## src/rtl/ipm_xy_router.sv

```systemverilog
// Input port module for a mesh NoC switch: toggle-link input FIFO, XY route decode with a
// per-packet output lock, per-port toggle-link forwarding and a drop path for bad traffic.
module ipm_xy_router #(
  parameter int WORD_WIDTH = 32,
  parameter int FIFO_DEPTH = 4,
  parameter int COORD_W    = 4,
  parameter int LOC_W      = 3,
  parameter int NUM_LOCAL  = 1,
  parameter int X_LOCAL    = 1,
  parameter int Y_LOCAL    = 1,
  localparam int OUTPORTS  = 4 + NUM_LOCAL
) (
  input  logic                  clk,
  input  logic                  reset,
  input  logic                  req_up_i,
  input  logic [WORD_WIDTH-1:0] Data_up_i,
  output logic                  ack_up_o,
  output logic [OUTPORTS-1:0]   req_dw_o,
  output logic [WORD_WIDTH-1:0] Data_dw_o,
  input  logic [OUTPORTS-1:0]   ack_dw_i,
  output logic [OUTPORTS-1:0]   PacketEnable_dw_o,
  input  logic [OUTPORTS-1:0]   Grant_dw_i,
  output logic                  drop_o,
  output logic [7:0]            drop_cnt_o
);

  localparam int AW     = $clog2(FIFO_DEPTH);
  localparam int PORT_W = $clog2(OUTPORTS);
  localparam logic [AW:0]        FULL_CNT = (AW+1)'(FIFO_DEPTH);
  localparam logic [COORD_W-1:0] X_L      = COORD_W'(X_LOCAL);
  localparam logic [COORD_W-1:0] Y_L      = COORD_W'(Y_LOCAL);

  typedef enum logic [2:0] {
    S_IDLE,
    S_WAIT_GNT,
    S_SEND,
    S_DRAIN,
    S_DROP
  } state_e;

  logic [WORD_WIDTH-1:0] mem_q [FIFO_DEPTH];
  logic [AW-1:0]         wr_ptr_q, rd_ptr_q;
  logic [AW:0]           count_q;
  logic                  ack_up_q;

  state_e                state_q;
  logic [PORT_W-1:0]     port_q;
  logic [OUTPORTS-1:0]   req_dw_q;
  logic [OUTPORTS-1:0]   pe_q;
  logic [WORD_WIDTH-1:0] data_dw_q;
  logic                  drop_q;
  logic [7:0]            drop_cnt_q;

  logic                  empty, full, wr_en, pop;
  logic [WORD_WIDTH-1:0] front;
  logic                  front_is_head, front_is_tail;
  logic [COORD_W-1:0]    dst_x, dst_y;
  logic [LOC_W-1:0]      dst_loc;
  logic [PORT_W-1:0]     route_port;
  logic                  route_ok;
  logic                  lane_free;
  logic [7:0]            drop_cnt_d;

  assign empty         = (count_q == '0);
  assign full          = (count_q == FULL_CNT);
  assign wr_en         = (req_up_i != ack_up_q) && !full;
  assign front         = mem_q[rd_ptr_q];
  assign front_is_head = front[0];  // types 01 and 11
  assign front_is_tail = front[1];  // types 10 and 11
  assign dst_loc       = front[2 +: LOC_W];
  assign dst_y         = front[2+LOC_W +: COORD_W];
  assign dst_x         = front[2+LOC_W+COORD_W +: COORD_W];
  assign lane_free     = (req_dw_q[port_q] == ack_dw_i[port_q]);
  assign drop_cnt_d    = (drop_cnt_q == 8'hFF) ? 8'hFF : drop_cnt_q + 8'd1;

  // XY routing: resolve x first, then y, then pick a local port.
  always_comb begin
    // NOTE: every always_comb output gets a default first so no path can infer a latch.
    route_port = '0;
    route_ok   = 1'b1;
    if (dst_x > X_L)      route_port = PORT_W'(0);
    else if (dst_x < X_L) route_port = PORT_W'(1);
    else if (dst_y > Y_L) route_port = PORT_W'(2);
    else if (dst_y < Y_L) route_port = PORT_W'(3);
    else begin
      route_port = PORT_W'(4 + int'(dst_loc));
      route_ok   = (int'(dst_loc) < NUM_LOCAL);
    end
  end

  always_comb begin
    pop = 1'b0;
    case (state_q)
      S_IDLE:  pop = !empty && !front_is_head;
      S_SEND:  pop = !empty && lane_free;
      S_DROP:  pop = !empty;
      default: pop = 1'b0;
    endcase
  end

  // NOTE: the storage array is deliberately not reset; occupancy is tracked by the pointers.
  always_ff @(posedge clk) begin
    if (wr_en) mem_q[wr_ptr_q] <= Data_up_i;
  end

  always_ff @(posedge clk) begin
    if (reset) begin
      wr_ptr_q <= '0;
      rd_ptr_q <= '0;
      count_q  <= '0;
      ack_up_q <= 1'b0;
    end else begin
      if (wr_en) begin
        wr_ptr_q <= wr_ptr_q + AW'(1);
        ack_up_q <= ~ack_up_q;
      end
      if (pop) rd_ptr_q <= rd_ptr_q + AW'(1);
      case ({wr_en, pop})
        2'b10:   count_q <= count_q + (AW+1)'(1);
        2'b01:   count_q <= count_q - (AW+1)'(1);
        default: count_q <= count_q;
      endcase
    end
  end

  always_ff @(posedge clk) begin
    if (reset) begin
      state_q    <= S_IDLE;
      port_q     <= '0;
      req_dw_q   <= '0;
      pe_q       <= '0;
      data_dw_q  <= '0;
      drop_q     <= 1'b0;
      drop_cnt_q <= '0;
    end else begin
      drop_q <= 1'b0;
      case (state_q)
        S_IDLE: begin
          if (!empty) begin
            if (front_is_head) begin
              if (route_ok) begin
                port_q  <= route_port;
                pe_q    <= OUTPORTS'(1) << route_port;
                state_q <= S_WAIT_GNT;
              end else begin
                state_q <= S_DROP;
              end
            end else begin
              // Stray body/tail with no open packet: discarded by the pop above.
              drop_q     <= 1'b1;
              drop_cnt_q <= drop_cnt_d;
            end
          end
        end
        S_WAIT_GNT: begin
          if (Grant_dw_i[port_q]) state_q <= S_SEND;
        end
        S_SEND: begin
          if (!empty && lane_free) begin
            data_dw_q        <= front;
            req_dw_q[port_q] <= ~req_dw_q[port_q];
            if (front_is_tail) state_q <= S_DRAIN;
          end
        end
        S_DRAIN: begin
          // Hold the lock until the tail has been acknowledged downstream.
          if (lane_free) begin
            pe_q    <= '0;
            state_q <= S_IDLE;
          end
        end
        S_DROP: begin
          if (!empty && front_is_tail) begin
            drop_q     <= 1'b1;
            drop_cnt_q <= drop_cnt_d;
            state_q    <= S_IDLE;
          end
        end
        default: state_q <= S_IDLE;
      endcase
    end
  end

  assign ack_up_o          = ack_up_q;
  assign req_dw_o          = req_dw_q;
  assign Data_dw_o         = data_dw_q;
  assign PacketEnable_dw_o = pe_q;
  assign drop_o            = drop_q;
  assign drop_cnt_o        = drop_cnt_q;

endmodule

```

## config.mk

```make
export PLATFORM = sky130hd
export DESIGN_NAME = ipm_xy_router
export DESIGN_NICKNAME = d
export VERILOG_FILES = /design/src/rtl/ipm_xy_router.sv
export SDC_FILE = /design/constraint.sdc
export NUM_CORES = 1
export LEC_CHECK = 0
export CAP_MARGIN = 20
export CELL_PAD_IN_SITES_DETAIL_PLACEMENT = 0
export CELL_PAD_IN_SITES_GLOBAL_PLACEMENT = 1
export CORE_ASPECT_RATIO = 0.75
export CORE_MARGIN = 3
export CORE_UTILIZATION = 41
export DETAILED_ROUTE_END_ITERATION = 12
export HOLD_SLACK_MARGIN = 0.05
export MAX_ROUTING_LAYER = met4
export PLACE_DENSITY = 0.77
export SLEW_MARGIN = 20
export SYNTH_ARGS = -nofsm -noshare
export SYNTH_HDL_FRONTEND = slang
export SYNTH_SLANG_ARGS = --single-unit
```

## constraint.sdc

```tcl
create_clock -name clk -period 2.99 [get_ports clk]
set_input_delay 0.4485 -clock clk [delete_from_list [all_inputs] [get_ports clk]]
set_output_delay 0.4485 -clock clk [all_outputs]
set_load 0.03 [all_outputs]
```

==> flow_summary.yaml, run 1 <==
worst_setup_path:
  cp.depth: 9
  path_buf_inv: 1
  slowest_delay_ns: 0.60
  arrival_ns: 3.23
  rr_worst_depth: 9
  worstSetupEndpointType: "flop"
  critPathRequiredTime_ns: 3.34
  crit_fanout: 6
  setup.worst_path.class: "flop to flop"
  startpoint_type: "flop"
  path_cells: "mux4_2, a2111oi_4, or2_2, ha_1, inv_1, fa_1, xor2_1, or3_1, a21oi_1"
  cp_top_family: "multiplexers"
  slowest_stage: "mux4_2"
sta:
  period_share_pct: 96.21
  hold_violations: 0
  setup_viol_count_final: 0
  tns_ns: 0
  worst_pin_slew_ns: 0.9064
  rsz0062_at_grt: "false"
  max_freq_mhz: 347.6
  min_period_ns: 2.877
  drv_slew: 0
  skew_ns: 0.01199
  slew_headroom_pct: 39.57
yosys:
  yosys.area.top_type_share_pct: 49.75
  synth_nets: 597
  synth-seq-area-share_pct: 67.11
  netlist_instances: 545
  syn_area_per_cell_um2: 14.18
  ys_top_cells_by_area: "edfxtp_1, dfxtp_1, mux4_2, nand2_1, mux4_1"
  syn-cell-area_mm2: 0.007726
  ys_warn_count: 0
  yosys_most_used_dff: "edfxtp_1"
  yosysUniqueCellTypes: 54
  ys_async_sr_fraction_pct: 0
  ys_ff_latch: 195
  synth_edf_count: 128
  synth_top_area_cell: "edfxtp_1"
  synthTopCellsByCount: "edfxtp_1, nand2_1, dfxtp_1, a21oi_1, nor2_1"
  synth_most_common_cell: "edfxtp_1"
detailed_routing:
  drc_errors: 0
  met2_length_mm: 7.511
  wl_per_cell_um: 17.96
  wirelength_mm: 16.49
  vias: 4834
  postRouteAntennaNets: 0
  met3WireLength_mm: 1.085
  detailedRoute.firstIterationViolations: 371
  drt_pass1_iterations: 5
  top_layer_used: "met4"
  viasPerCell: 5.266
  wl_met1_mm: 7.751
die:
  die_h_um: 124.9
  die_w_um: 164.5
  dieArea_mm2: 0.02054
  initial_core_util_pct: 42.74
  rows: 42
  io_pins: 97
  coreArea_mm2: 0.01808
run_status:
  status: "finished, final reports clean"
run:
  maxCapViolations: 0
power_and_ir_drop:
  power_density_mw_per_mm2: 786.6
  leakage_nw: 3.189
  total_power_w: 0.007644
  vdd_drop_max_mv: 0.5065
clock_tree:
  cts_root_buf: "clkbuf_16"
  insertion_delay_ns: 0.43
  clk_pin_slew_worst_paths_ns: 0.07
  cts_max_level: 4
  cts_tree: "built"
  cts_buffers: 17
  clock_sinks: 195
  clockBufferDepth: 2
cells_and_area:
  drive_gt1_share_pct: 16.47
  final_nets: 713
  nFillCells: 1510
  post_layout_nonfiller_instances: 918
  syn_to_final_growth_pct: 25.78
global_routing:
  antenna_found_initial: 2
  gr-total-overflow: 0
  grt_start_max_net_pins: 48
  track_usage_pct: 16.95
  grt_pass1_vias: 4885
  grt_pass1_wl_mm: 26.16
placement:
  place.gp.congestion: 0.8154
  hpwl_mm: 11.08
  port_buffers: 96
  place_inst: 882
min_path:
  hold_depth: 2
  hold_class: "flop to flop"
## final timing paths
check                             startpoint                         end  slack (ns)
setup / recovery                        flop     count_q[2]$_SDFFE_PP0P_        0.11
hold / removal    Data_dw_o[11]$_SDFFE_PP0P_  Data_dw_o[11]$_SDFFE_PP0P_        0.46
hold reg to reg   Data_dw_o[11]$_SDFFE_PP0P_  Data_dw_o[11]$_SDFFE_PP0P_        0.46
setup reg to reg                        flop     count_q[2]$_SDFFE_PP0P_        0.11
## metal layers
layer | GRT usage [%] | vias to the layer above
met5 | - | -
met4 | 4.389 | 0
met3 | 4.255 | 13
met2 | 25.02 | 141
met1 | 23.65 | 2401
li1 | - | 2279
## registers in the layout, summed over array words and instances, names as in the netlist, named ones only
name	count
port_q	3
req_dw_o	5
rd_ptr_q	2
drop_o	1
wr_ptr_q	2
count_q	3
mem_q	128
drop_cnt_o	8
ack_up_o	1
PacketEnable_dw_o	5
Data_dw_o	32
state_q	3
## layout by cell type (no fill, tap or decap), types with 3 or more instances in the layout
| master | count |
|---|---|
| a2111oi_0 | 3 |
| a211oi_1 | 5 |
| a21oi_1 | 46 |
| a31o_2 | 3 |
| and2_2 | 4 |
| and3_1 | 3 |
| buf_4 | 26 |
| clkbuf_16 | 17 |
| clkdlybuf4s50_1 | 95 |
| dfxtp_1 | 62 |
| dfxtp_2 | 3 |
| edfxtp_1 | 128 |
| ha_1 | 6 |
| inv_1 | 14 |
| inv_6 | 3 |
| mux2_2 | 5 |
| mux2i_1 | 8 |
| mux4_1 | 9 |
| mux4_2 | 23 |
| nand2_1 | 73 |
| nand2b_1 | 5 |
| nand3_1 | 9 |
| nand3b_1 | 6 |
| nand4_1 | 4 |
| nor2_1 | 26 |
| nor2b_1 | 9 |
| nor3_1 | 12 |
| nor3_2 | 3 |
| o21ai_0 | 6 |
| or3_1 | 7 |
| xnor2_1 | 3 |
## stage by stage
stage	setup slack [ns]	utilization (%)	instance area, µm²	hold slack, ns
global placement	-0.05178	50.26	9086	0.4437
global route	0.0003746	53.76	9718	0.4770
finish	0.1134	53.76	9718	0.4566
floorplan	0.05374	-	7727	0.4902
CTS	0.03582	53.48	9668	0.4608
detailed placement	-0.1972	50.26	9086	0.4486
## area by class of cell
class	count	area, µm²	area share, %
Antenna cell	2	5.005	0.05150
Clock buffer	21	460.4	4.738
Clock inverter	11	120.1	1.236
Inverter	14	52.55	0.5407
Multi-Input combinational cell	309	2405	24.75
Sequential cell	195	5196	53.47
Tap cell	242	302.8	3.116
Timing Repair Buffer	124	1176	12.10
## worst reg2reg max path, cell delays in order (launching register included)
cell	delay (ns)
dfxtp_4	0.41
mux4_2	0.60
a2111oi_4	0.40
or2_2	0.17
ha_1	0.15
inv_1	0.06
fa_1	0.37
xor2_1	0.16
or3_1	0.31
a21oi_1	0.16
## cell families (layout without fill, tap and decap cells)
family | after synthesis | count (layout) | share of synthesized area, %
flip-flops | 195 | 195 | 67.11
XOR/XNOR | 6 | 6 | 0.6803
buffers and inverters | 41 | 170 | 2.219
AO/OA/AOI/OAI | 80 | 80 | 6.429
adder cells (fa/ha/maj) | 7 | 7 | 1.231
AND/OR/NAND/NOR | 170 | 170 | 10.66
other | 0 | 2 | 0
multiplexers | 46 | 46 | 11.68
## where the power goes
part | switching, W | internal [W]
Sequential | 0.000205 | 0.00332
Clock | 0.000999 | 0.00122
Combinational | 0.00106 | 0.000841
## what timing repair did
action                                  in CTS  in global routing
pin swaps                                    0                  2
buffers inserted                             0                  2
endpoints found under the setup margin       1                  2
endpoints found under the hold margin        0                  0
gates resized for setup                      1                  7
hold buffers                                 0                  0
(Power assumes the default switching activity.)
==> inputs of run 2 (changes only) <==
- CAP_MARGIN: 20 -> 25
- CTS_CLUSTER_DIAMETER: default -> 30
- CTS_CLUSTER_SIZE: default -> 40
==> results of run 2 <==
Final layout, timing and power as in run 1 (identical DEF).
